==> src/rtl/mux_arbiter4_if.sv <==
// mux_arbiter4_if
//   Bundles the request/select/capture signals between the round-robin
//   arbiter and the logic around the shared mux4_1.
//   Signals:
//     req        [3:0] request lines, one per requester
//     mux_out          result of the shared mux4_1
//     sel        [1:0] select driven to the mux4_1
//     grant      [3:0] one-hot (or zero) owner indication
//     busy             arbiter is not idle
//     dout             registered sample of mux_out taken during grant cycles
//     dout_valid       one-cycle strobe following each grant-cycle sample
//   Modports:
//     master : the arbiter side (drives sel/grant/busy/dout/dout_valid)
//     slave  : the requesters and mux side (drives req and mux_out)
interface mux_arbiter4_if;
  logic [3:0] req;
  logic       mux_out;
  logic [1:0] sel;
  logic [3:0] grant;
  logic       busy;
  logic       dout;
  logic       dout_valid;

  modport master (
    input  req, mux_out,
    output sel, grant, busy, dout, dout_valid
  );

  modport slave (
    output req, mux_out,
    input  sel, grant, busy, dout, dout_valid
  );
endinterface

==> src/rtl/mux_arbiter4.sv <==
// mux_arbiter4
//   Round-robin arbiter that shares one mux4_1 between four requesters.
//   It grants one owner at a time for at most HOLD_MAX cycles, then inserts
//   a one-cycle GAP before arbitrating again. While a grant is active the
//   mux result is registered onto dout, with dout_valid as a one-cycle strobe.
//   Parameters:
//     HOLD_MAX  maximum consecutive grant cycles per owner (1..15)
//   Ports:
//     clk  rising-edge clock
//     rst  synchronous active-high reset
//     bus  mux_arbiter4_if.master (req, mux_out in; sel, grant, busy,
//          dout, dout_valid out)
module mux_arbiter4 #(
  parameter int unsigned HOLD_MAX = 8
) (
  input  logic           clk,
  input  logic           rst,
  mux_arbiter4_if.master bus
);

  typedef enum logic [1:0] {
    IDLE  = 2'b00,
    GRANT = 2'b01,
    GAP   = 2'b10
  } state_t;

  localparam logic [3:0] HOLD_LAST = 4'(HOLD_MAX - 1);

  state_t     state_reg, state_next;
  logic [1:0] ptr_reg, ptr_next;
  logic [1:0] sel_reg, sel_next;
  logic [3:0] grant_reg, grant_next;
  logic [3:0] hold_reg, hold_next;
  logic       dout_reg, dout_next;
  logic       dout_valid_reg, dout_valid_next;

  // Round-robin search: walk ptr+3 down to ptr+0 so that the candidate
  // closest to ptr is the last one written and therefore wins.
  logic       win_any;
  logic [1:0] win_idx;
  logic [1:0] cand;

  always_comb begin
    win_any = 1'b0;
    win_idx = ptr_reg;
    cand    = ptr_reg;
    for (int k = 3; k >= 0; k--) begin
      cand = ptr_reg + 2'(k);
      if (bus.req[cand]) begin
        win_any = 1'b1;
        win_idx = cand;
      end
    end
  end

  always_ff @(posedge clk) begin
    if (rst) begin
      state_reg      <= IDLE;
      ptr_reg        <= 2'd0;
      sel_reg        <= 2'd0;
      grant_reg      <= 4'b0000;
      hold_reg       <= 4'd0;
      dout_reg       <= 1'b0;
      dout_valid_reg <= 1'b0;
    end else begin
      state_reg      <= state_next;
      ptr_reg        <= ptr_next;
      sel_reg        <= sel_next;
      grant_reg      <= grant_next;
      hold_reg       <= hold_next;
      dout_reg       <= dout_next;
      dout_valid_reg <= dout_valid_next;
    end
  end

  always_comb begin
    state_next      = state_reg;
    ptr_next        = ptr_reg;
    sel_next        = sel_reg;
    grant_next      = grant_reg;
    hold_next       = hold_reg;
    dout_next       = dout_reg;
    dout_valid_next = 1'b0;

    case (state_reg)
      IDLE, GAP: begin
        if (win_any) begin
          state_next = GRANT;
          grant_next = 4'b0001 << win_idx;
          sel_next   = win_idx;
          hold_next  = 4'd0;
        end else begin
          state_next = IDLE;
          grant_next = 4'b0000;
        end
      end
      GRANT: begin
        // sel_reg doubles as the owner index for the whole grant.
        dout_next       = bus.mux_out;
        dout_valid_next = 1'b1;
        hold_next       = hold_reg + 4'd1;
        if (!bus.req[sel_reg] || hold_reg == HOLD_LAST) begin
          state_next = GAP;
          grant_next = 4'b0000;
          ptr_next   = sel_reg + 2'd1;
        end
      end
      default: begin
        // Unused encoding recovers to IDLE.
        state_next = IDLE;
        grant_next = 4'b0000;
      end
    endcase
  end

  assign bus.sel        = sel_reg;
  assign bus.grant      = grant_reg;
  assign bus.busy       = (state_reg != IDLE);
  assign bus.dout       = dout_reg;
  assign bus.dout_valid = dout_valid_reg;

endmodule

==> src/flat_wrapper.sv <==
// flat-port wrapper written by rule: the top's interface ports become plain ports
module mux_arbiter4_flat 
#(
  parameter int unsigned HOLD_MAX = 8
)
  (clk, rst, bus_req, bus_mux_out, bus_sel, bus_grant, bus_busy, bus_dout, bus_dout_valid);
  mux_arbiter4_if bus_i ();
  input  logic clk;
  input  logic rst;
  input wire logic [$bits(bus_i.req)-1:0] bus_req;
  input wire logic [$bits(bus_i.mux_out)-1:0] bus_mux_out;
  output wire logic [$bits(bus_i.sel)-1:0] bus_sel;
  output wire logic [$bits(bus_i.grant)-1:0] bus_grant;
  output wire logic [$bits(bus_i.busy)-1:0] bus_busy;
  output wire logic [$bits(bus_i.dout)-1:0] bus_dout;
  output wire logic [$bits(bus_i.dout_valid)-1:0] bus_dout_valid;
  assign bus_i.req = bus_req;
  assign bus_i.mux_out = bus_mux_out;
  assign bus_sel = bus_i.sel;
  assign bus_grant = bus_i.grant;
  assign bus_busy = bus_i.busy;
  assign bus_dout = bus_i.dout;
  assign bus_dout_valid = bus_i.dout_valid;
  mux_arbiter4 #(.HOLD_MAX(HOLD_MAX)) u_core (.clk(clk), .rst(rst), .bus(bus_i));
endmodule
==> config.mk <==
export PLATFORM = sky130hd
export DESIGN_NAME = mux_arbiter4_flat
export DESIGN_NICKNAME = d
export VERILOG_FILES = /design/src/rtl/mux_arbiter4_if.sv /design/src/rtl/mux_arbiter4.sv /design/src/flat_wrapper.sv
export SDC_FILE = /design/constraint.sdc
export NUM_CORES = 1
export LEC_CHECK = 0
export ABC_AREA = 1
export BUFFER_PORTS_ARGS = -buffer_cell sky130_fd_sc_hd__buf_2
export CAP_MARGIN = 20
export CORE_MARGIN = 2
export CORE_UTILIZATION = 50
export CTS_CLUSTER_SIZE = 8
export DETAILED_ROUTE_END_ITERATION = 8
export PLACE_DENSITY = 0.73
export SETUP_SLACK_MARGIN = 0.05
export SLEW_MARGIN = 30
export SYNTH_ARGS = -nofsm -noshare
export SYNTH_HDL_FRONTEND = slang
export SYNTH_SLANG_ARGS = --single-unit
==> constraint.sdc <==
create_clock -name clk -period 3 [get_ports clk]
set_input_delay 0.45 -clock clk [delete_from_list [all_inputs] [get_ports clk]]
set_output_delay 0.45 -clock clk [all_outputs]
set_load 0.005 [all_outputs]
# After elaboration in Yosys (flattened, before gate mapping)
# Index checks and enable logic that the tools add are counted.
[totals] ff_bits=16 inputBits=7 out_inout_bits=9 elab_cells=59
[op_classes] addsub=5 n_lt_le_gt_ge=5 n_eq_ne=5 n_shift=1 n_mux=27 reduce_logical=9
[ops] cell="$pmux 4 s2" n=2
[ops] cell="$lt 2x3->1 const B" n=5
[ops] cell="$mux 4" n=3
[ops] cell="$mux 1" n=11
[ops] cell="$bmux 1 s2" n=5
[ops] cell="$mux 2" n=5
[ops] cell="$reduce_and 2->1" n=3
[ops] cell="$add 2x1->2 const B" n=2
[ops] cell="$add 2x2->2 const B" n=2
[ops] cell="$add 4x1->4 const B" n=1
[ops] cell="$eq 4x3->1 const B" n=1
[ops] cell="$ne 2x1->1 const B" n=2
[ops] cell="$pmux 2 s2" n=1
[ops] cell="$reduce_bool 2->1" n=2
[ops] cell="$shl 1x2->4 const A" n=1
[ops] cell="$eq 2x1->1 const B" n=1
[ops] cell="$eq 2x2->1 const B" n=1
[ops] cell="$logic_not 2->1" n=1
[ops] cell="$reduce_or 2->1" n=1
[ops] cell="$logic_not 1->1" n=1
[ops] cell="$logic_or 1x1->1" n=1

# Longest topological paths before layout
# Gate-level depths: netlist of run 1.
[logic_depth] depth_word=10 mapped_depth=11

# Worst setup path after synthesis of run 1
# No wires, ideal clock.
[synth_timing] kind="input-to-reg" from="input port bus_req[1]" to="register u_core.hold_reg[0]" setup_ns=0.122 arrival_ns=1.238 required_ns=2.878 path_slack_ns=1.640 cell_stages=9 path_buffers=0 path_cell_list="inv_1 -> nand2_1 -> nand3_1 -> nand2_2 -> inv_2 -> a21oi_4 -> inv_2 -> nand2_2 -> a21oi_2"
[synth_between] elab_chain_len=8 word_cells_on_any_way=14 classes_between="eq/ne: 1; mux: 12; reduce/logical: 1"
[synth_lines] element="start: declaration" line_no="flat_wrapper.sv:10" text="input wire logic [$bits(bus_i.req)-1:0] bus_req;"
[synth_lines] element="$bmux 1 s2" line_no="mux_arbiter4.sv:49" text="if (bus.req[cand]) begin"
[synth_lines] element="$mux 1 (implied by the code)" line_no="mux_arbiter4.sv:49"
[synth_lines] element="$mux 1 (3 in a row)" line_no="mux_arbiter4.sv:49"
[synth_lines] element="$mux 1 (*)" line_no="mux_arbiter4.sv:49"
[synth_lines] element="$ne 2x1->1 (no line) (*)"
[synth_lines] element="$reduce_and 2->1 (no line) (*)"
[synth_lines] element="end signal: assignment" line_no="mux_arbiter4.sv:70" text="hold_reg <= hold_next;"
[synth_lines] element="end: declaration" line_no="mux_arbiter4.sv:33" text="logic [3:0] hold_reg, hold_next;"
# Every way passes the cells marked *; elsewhere a longest branch is shown, timed or not. The select of a mux whose other input is x is not followed.
# A chain may end at the register's enable or synchronous reset.

# Worst setup path in the final report of run 1
[layout_timing] from="register u_core.ptr_reg[0]" to="register u_core.hold_reg[3]"
[layout_between] elab_chain_len=9 word_cells_on_any_way=17 classes_between="add/sub: 3; eq/ne: 1; mux: 12; reduce/logical: 1"
[layout_lines] element="start: declaration" line_no="mux_arbiter4.sv:30" text="logic [1:0] ptr_reg, ptr_next;"
[layout_lines] element="start signal: assignment" line_no="mux_arbiter4.sv:67" text="ptr_reg <= ptr_next;"
[layout_lines] element="$add 2x2->2" line_no="mux_arbiter4.sv:48" text="cand = ptr_reg + 2'(k);"
[layout_lines] element="$bmux 1 s2" line_no="mux_arbiter4.sv:49"
[layout_lines] element="$mux 1 (implied by the code)" line_no="mux_arbiter4.sv:49"
[layout_lines] element="$mux 1 (3 in a row)" line_no="mux_arbiter4.sv:49"
[layout_lines] element="$mux 1 (*)" line_no="mux_arbiter4.sv:49"
[layout_lines] element="$ne 2x1->1 (no line) (*)"
[layout_lines] element="$reduce_and 2->1 (no line) (*)"
# Marked as above.

==> impl_metrics.ini, run 1 <==
[outcome]
outcome = complete, no violations

[die]
die_x_um = 46.7
die_y_um = 46.7
die_area_um2 = 2180
rows = 15
start_util = 0.527
ios = 16
core_um2 = 1730

[synthesis]
syn_avg_cell_area_um2 = 6.69
ys_seq_area_frac = 0.352
ys_seq_elements = 16
synth_area_leaders = dfxtp_1 35%, nand2_1 14%, nand3_1 8.8%
async_flop_share = 0
postSynthCellCount = 136
syn_area_um2 = 910
yosysWarnings = 0
ys.flop_type = dfxtp_1
syn_nets = 144
synth_top_area_frac = 0.352
synth_enable_flop_cells = 0
yosys.area.top_type = dfxtp_1
yosysUniqueCellTypes = 22

[timing]
period_needed_ns = 1.76
worst_pin_slew_ns = 0.440
whs_ns = 0.395
fin_skew_ns = 0.00346
max_slew_margin = 0.706
timing.fmax_ghz = 0.570
hold_violations = 0
finalWorstSetupSlack_ns = 1.24
slew_viol_final = 0
rsz0062_at_grt = no
finalCritPeriodShare = 0.585
setup_viol = 0
setup_tns_ns = 0

[global_routing]
grtUsageMet1 = 0.249
grt_first_pass_wirelength_mm = 3.15
met3_usage = 0.0471
grtUsageTotal = 0.205
antenna_found_initial = 0
grt_max_degree = 14
grt_pass1_vias = 765
top_usage_layer = met2
use_met2 = 0.344
overflow = 0

[route]
wl_mm = 1.89
wire_per_inst_um = 10.6
antenna_left = 0
vias_per_cell = 5.07
firstDrtPassIters = 4
vias = 903
drtIter0Drc = 7
drc_errors = 0

[worst_setup_path]
critPathMaxStageDelay_ns = 0.60
cp.required_ns = 3.19
cp.arrival_ns = 1.95
path_class = register to register
crit_fanout = 13
critPathLaunchType = register
slowest_stage = dfxtp_1
path_cells = inv_2 > nand2_2 > nand3_1 > nand2_2 > inv_2 > a21oi_4 > inv_2 > nand2_2 > a21oi_2
endpoint_kind = register

[clock_tree]
cts_root_buf = clkbuf_4
numCtsBuffers = 3
cts-resized-gates = 0
clockBufferDepth = 2
cts_sinks = 16
cts_hold_buf = 0
post_cts_buffers = 0
clk_latency_ns = 0.29
h-tree-depth = 1
clkTransAtPathRegs_ns = 0.09
cts_tree = built

[power_and_ir_drop]
seq_power_share = 0.396
p_total_mw = 0.751
swShare = 0.411
powerDensity_nw_per_um2 = 721
p_clk_frac = 0.190
power.leakage_nw = 0.502
ir_worst_vdd_v = 0.000432
p_sw_mw = 0.309
p_comb_frac = 0.414
internal-power_mw = 0.442

[final_layout]
final_area_um2 = 1040
fin_cells = 178
utilization = 0.603
mostFrequentLayoutCells = 33 x nand2_1, 16 x nand3_1, 16 x dfxtp_1
diodes = 0
drive_gt1_frac = 0.248
final_common_cell = nand2_1
nNetsFinal = 162
syn_to_final_growth_pct = 14.4

[placed_design]
port_buffers = 15
dpl-instance-area_um2 = 1000
hpwl_mm = 1.47
place_inst = 174
gp_congestion = 0.905
dp_slack_ns = 1.27

[worst_hold_path]
hold_class = input pin to register

[run]
cap_violations = 0
==> cell families after synthesis <==
logic type / count (synthesis) / share of synthesized area
xor+xnor: 2 / 0.0193
flops: 16 / 0.352
buf+inv: 18 / 0.0784
fa+ha+maj: 1 / 0.0138
compound gates: 26 / 0.171
simple gates: 73 / 0.366
==> Yosys cell counts, types with 2 or more instances <==
| library cell | number |
|---|---|
| inv_2 | 3 |
| nand2_1 | 33 |
| nor2_1 | 12 |
| xnor2_1 | 2 |
| dfxtp_1 | 16 |
| a21oi_1 | 9 |
| nand2_2 | 7 |
| inv_1 | 13 |
| a21oi_2 | 2 |
| o21ai_0 | 9 |
| o21ai_1 | 3 |
| nand3_1 | 16 |
| nor2_2 | 2 |
==> power by group through the flow <==
stage,Combinational [mW],Sequential [mW],Clock [mW]
final,0.311,0.297,0.143
after global routing,0.358,0.303,0.153
after CTS,0.312,0.297,0.144
after detailed placement,0.311,0.301,0
after global placement,0.303,0.300,0
after floorplan,0.247,0.289,0
==> path summary, 6_finish.rpt <==
| kind | from | to | slack, ns | cells past startpoint |
|---|---|---|---|---|
| worst max-delay path | u_core.ptr_reg[0] | u_core.hold_reg[3] | 1.24 | 9 |
| worst min-delay path | bus_mux_out | u_core.bus.dout | 0.39 | 3 |
| worst max register to register | u_core.ptr_reg[0] | u_core.hold_reg[3] | 1.24 | 9 |
| worst min register to register | u_core.bus.grant[3] | u_core.bus.grant[3] | 0.46 | 2 |
==> worst max-delay path, delay by kind of cell, from the launching register on <==
family,cells,cell delay [ns]
buffers and inverters,3,0.28
and+or+nand+nor,4,0.42
DFF,1,0.60
AOI/OAI and AO/OA,2,0.34
==> metal layers <==
layer | wire [um] | part of all wire
met1 | 854 | 0.45
met2 | 935 | 0.49
met3 | 58 | 0.031
met4 | 46 | 0.024
met5 | 0 | 0
==> final cells by class <==
cell class | count | area, um^2
clock buffer | 4 | 36.3
fill | 176 | 686
inverter | 16 | 60.1
multi-input combinational | 102 | 518
sequential | 16 | 320
tap | 25 | 31.3
timing repair buffer | 15 | 75.1
Note: power is estimated with default switching activity, not from simulation.
==> run 2: changes to the inputs <==
==> constraint.sdc (replaced) <==
create_clock -name clk -period 1.8 [get_ports clk]
set_input_delay 0.27 -clock clk [delete_from_list [all_inputs] [get_ports clk]]
set_output_delay 0.27 -clock clk [all_outputs]
set_load 0.005 [all_outputs]
==> run 2 against run 1 <==
Die area is the same. Sequential share of layout area shrank 0.22 points. Clock power grew 60%. Power grew 65%. Clock skew shrank 0.0026 ns. Critical endpoint is now u_core.hold_reg[0]. Largest cell class unchanged.
==> impl_metrics.ini, run 2 (synthesis results as in run 1) <==
[outcome]
outcome = complete, no violations

[worst_setup_path]
cp.required_ns = 1.98
reg2regPathDepth = 9
cp.arrival_ns = 1.69
ff2ff_setup_slack_ns = 0.29
reg2reg_from = u_core.ptr_reg[0]
critPathLaunchType = register
endpoint_kind = register
path_class = register to register
r2r_end = u_core.hold_reg[0]
crit_fanout = 10

[timing]
hold_violations = 0
setup_viol = 0
finalCritPeriodShare = 0.838
slew_viol_final = 0
fin_skew_ns = 0.000855
period_needed_ns = 1.51
timing.fmax_ghz = 0.663
max_slew_margin = 0.819
rsz0062_at_grt = no
worst_pin_slew_ns = 0.271
setup_tns_ns = 0

[global_routing]
grtUsageTotal = 0.197
grt_max_degree = 11
overflow = 0
grt_first_pass_wirelength_mm = 3.08
grt_pass1_vias = 746
antenna_found_initial = 0

[worst_hold_path]
hp-start = bus_mux_out
hold_end = u_core.bus.dout
hold_class = input pin to register
min_path_cells = 3

[clock_tree]
clkTransAtPathRegs_ns = 0.09
clk_latency_ns = 0.28
cts_sinks = 16
h-tree-depth = 1
numCtsBuffers = 3
clockBufferDepth = 2
cts_tree = built
cts_root_buf = clkbuf_4

[final_layout]
syn_to_final_growth_pct = 15.3
fillerInstances = 176
mostFrequentLayoutCells = 33 x nand2_1, 16 x nand3_1, 16 x dfxtp_1
nNetsFinal = 163
final_common_cell = nand2_1
drive_gt1_frac = 0.260
diodes = 0

[die]
rows = 15
core_um2 = 1730
die_area_um2 = 2180
start_util = 0.527
die_x_um = 46.7
ios = 16
die_y_um = 46.7

[route]
vias_per_cell = 4.78
vias = 856
wl_mm = 1.77
drc_errors = 0
drtIter0Drc = 18
antenna_left = 0
wire_per_inst_um = 9.89
firstDrtPassIters = 4

[power_and_ir_drop]
power.leakage_nw = 0.507
powerDensity_nw_per_um2 = 1180
p_total_mw = 1.24
ir_worst_vdd_v = 0.000653

[run]
cap_violations = 0

[placed_design]
port_buffers = 15
hpwl_mm = 1.39
gp_congestion = 0.851
-- run 2: cell count changes in the layout (fill, tap and decap cells not counted) --
cell   previous run  this run
buf_4             0         1
inv_1            13        12
inv_2             3         4
-- run 2: worst max path at each step --
| stage | start | endpoint | depth (start not counted) | slack (ns) |
|---|---|---|---|---|
| finish | u_core.ptr_reg[0] | u_core.hold_reg[0] | 9 | 0.29 |
| global route | u_core.state_reg[0] | u_core.ptr_reg[1] | 7 | 0.11 |
| CTS | u_core.state_reg[0] | u_core.ptr_reg[1] | 7 | 0.27 |
| detailed placement | u_core.ptr_reg[0] | u_core.hold_reg[3] | 9 | 0.29 |
| global placement | u_core.ptr_reg[0] | u_core.hold_reg[3] | 9 | 0.31 |
| floorplan | u_core.ptr_reg[0] | u_core.hold_reg[0] | 9 | 0.52 |
-- run 2: cell type report --
type                       count  area [um^2]  area share
clock buffer                   4         36.3      0.0346
timing repair buffer          16         82.6      0.0788
inverter                      16         60.1      0.0573
tap                           25         31.3      0.0298
multi-input combinational    102          518       0.494
sequential                    16          320       0.305
-- run 2: power breakdown --
group | switching [mW] | internal, mW | total (mW)
registers | 0.0660 | 0.418 | 0.484
clock network | 0.106 | 0.123 | 0.229
logic | 0.325 | 0.203 | 0.528
total | 0.497 | 0.743 | 1.24
-- run 2: stage by stage --
step           setup slack [ns]  hold WS (ns)  utilization  instance area [um^2]  cells
2_1_floorplan             0.525         0.405            -                   910    136
3_3_place_gp              0.308         0.450        0.586                  1010    175
3_5_place_dp              0.288         0.450        0.586                  1010    175
4_1_cts                   0.268         0.226        0.607                  1050    179
5_1_grt                   0.107         0.249        0.607                  1050    179
6_report                  0.292         0.232        0.607                  1050    179
-- run 2: metal layers --
layer  global-route usage  part of all wire
met4               0.0667             0.013
met5                    0                 0
met3               0.0353             0.027
met1                0.246              0.49
met2                0.339              0.47
-- run 2: worst max-delay path: stages (launching register included) --
cell	delay, ns
dfxtp_1	0.37
buf_4	0.18
nand2_1	0.09
nand3_1	0.11
nand2_2	0.12
inv_2	0.05
a21oi_4	0.26
inv_2	0.07
nand2_2	0.10
a21oi_2	0.06
-- run 2: timing repair --
item | 4_1_cts | 5_1_grt
gates resized for setup | 0 | 1
hold buffers | 0 | 0
setup buffers | 0 | 0
setup endpoints to repair | 0 | 1
==> run 3: changes to the inputs <==
==> constraint.sdc (replaced) <==
create_clock -name clk -period 1.4 [get_ports clk]
set_input_delay 0.21 -clock clk [delete_from_list [all_inputs] [get_ports clk]]
set_output_delay 0.21 -clock clk [all_outputs]
set_load 0.005 [all_outputs]
==> run 3 against run 2 <==
The run now ends with negative setup slack left. Worst setup slack worse by 0.30 ns. Design area is 27% higher. Power is 65% higher. Cell count is 5.6% higher. Global-route usage is 4.7 points higher. First-iteration DRC count is 17% higher. Core utilization is 16 points higher. Sequential share of layout area is 5.6 points lower. Non-clock buffer count is 9 higher. Die area stayed put. Count of clock-buffer cells in the layout stayed put. Critical endpoint is now u_core.bus.grant[2].
==> impl_metrics.ini, run 3 (synthesis results as in run 1) <==
[power_and_ir_drop]
power.leakage_nw = 0.610
p_comb_frac = 0.542
ir_worst_vdd_v = 0.00114
seq_power_share = 0.310
p_clk_frac = 0.147
p_sw_mw = 0.885
powerDensity_nw_per_um2 = 1540
internal-power_mw = 1.16
swShare = 0.434

[worst_setup_path]
reg2reg_from = u_core.ptr_reg[0]
cp-endpoint = u_core.bus.grant[2]
cp.required_ns = 1.63
crit_fanout = 6
crit_path_start = u_core.ptr_reg[0]
critPathLaunchType = register
reg2regPathDepth = 10
ff2ff_setup_slack_ns = -0.008
r2r_end = u_core.bus.grant[2]
path_class = register to register
cp.arrival_ns = 1.63
endpoint_kind = register

[timing]
rsz0062_at_grt = yes
slew_viol_final = 0
period_needed_ns = 1.41
setup_viol = 1
finalWorstSetupSlack_ns = -0.00787
setup_tns_ns = -0.00787
hold_violations = 0
finalCritPeriodShare = 1.01
timing.fmax_ghz = 0.710
max_slew_margin = 0.839
worst_pin_slew_ns = 0.242
fin_skew_ns = 0.000336

[clock_tree]
clk_latency_ns = 0.28
cts_root_buf = clkbuf_4
numCtsBuffers = 3
cts_sinks = 16
h-tree-depth = 1
clkTransAtPathRegs_ns = 0.09
clockBufferDepth = 2
cts_hold_buf = 0
cts_tree = built

[placed_design]
dp_slack_ns = -0.0393
hpwl_mm = 1.60
gp_congestion = 0.882
place_inst = 182
port_buffers = 15

[die]
die_y_um = 46.7
rows = 15
die_x_um = 46.7
core_um2 = 1730
die_area_um2 = 2180
start_util = 0.527
ios = 16

[global_routing]
grtUsageTotal = 0.244
overflow = 0
grt_first_pass_wirelength_mm = 3.71
grt_pass1_vias = 863
grt_max_degree = 11
antenna_found_initial = 0

[route]
firstDrtPassIters = 5
wire_per_inst_um = 12.8
vias_per_cell = 5.20
wl_mm = 2.41
drtIter0Drc = 21
drc_errors = 0
vias = 982
antenna_left = 0

[outcome]
outcome = complete, but fails checks
violations = negative setup slack

[final_layout]
final_common_cell = nand2_1
syn_to_final_growth_pct = 46.1
mostFrequentLayoutCells = 18 x nand2_1, 15 x buf_2, 13 x nand2_2
nNetsFinal = 173
fin_cells = 189
diodes = 0
drive_gt1_frac = 0.530
utilization = 0.770

[run]
cap_violations = 0

[worst_hold_path]
hold_class = input pin to register
hp-start = bus_mux_out
[run 3: cell count changes in the layout (fill, tap and decap cells not counted), sizes merged]
cell	delta
buf	+9
a21oi	+1
[run 3: critical path: stages (launching register included)]
cell and delay (ns):
dfxtp_4 0.38, buf_6 0.14, nand2_4 0.08, nand2_4 0.05, nand2_4 0.08, nand2_4 0.06, nor2_4 0.15, nand3_2 0.12
nand2_4 0.10, nand3_2 0.06, a21oi_2 0.13
[run 3: metal layers]
| metal | GRT usage | wire length (um) | vias to the layer above |
|---|---|---|---|
| met2 | 0.461 | 1290 | 19 |
| met4 | 0.0833 | 37 | 0 |
| met5 | 0 | 0 | - |
| met3 | 0.0353 | 66 | 6 |
| li1 | - | - | 499 |
| met1 | 0.273 | 1010 | 458 |
[run 3: stage by stage]
| stage | power, mW | cell area, um^2 | hold WS (ns) |
|---|---|---|---|
| floorplan | 1.15 | 910 | 0.345 |
| global placement | 1.36 | 1060 | 0.444 |
| detailed placement | 1.39 | 1060 | 0.448 |
| CTS | 1.83 | 1190 | 0.149 |
| global route | 2.17 | 1330 | 0.166 |
| finish | 2.04 | 1330 | 0.151 |
[run 3: how the worst min path moves through the flow]
stage	end	slack, ns	cells past startpoint
floorplan	u_core.bus.dout	0.34	2
global placement	u_core.bus.dout	0.44	3
detailed placement	u_core.bus.dout	0.45	3
CTS	u_core.bus.dout	0.15	3
global route	u_core.bus.dout	0.17	3
finish	u_core.bus.dout	0.15	3
[run 3: layout make-up]
cell class / instances / area, um^2
clock buffers: 4 / 36.3
multi-input cells: 103 / 709
inverters: 16 / 62.6
repair buffers: 25 / 158
fillers: 134 / 398
well taps: 25 / 31.3
flip-flops and latches: 16 / 332
[run 3: timing repair]
action                                  4_1_cts  5_1_grt
pin swaps                                     8       16
gates resized for setup                      22       35
buffers inserted                              0        2
cloned                                        1        0
endpoints found under the hold margin         0        0
endpoints found under the setup margin       12       14
[run 3: power by group through the flow]
stage / registers, mW / clock network, mW / logic [mW]
final: 0.634 / 0.301 / 1.11
after global routing: 0.643 / 0.324 / 1.21
after CTS: 0.619 / 0.310 / 0.904
after detailed placement: 0.619 / 0 / 0.769
after global placement: 0.614 / 0 / 0.746
after floorplan: 0.620 / 0 / 0.529
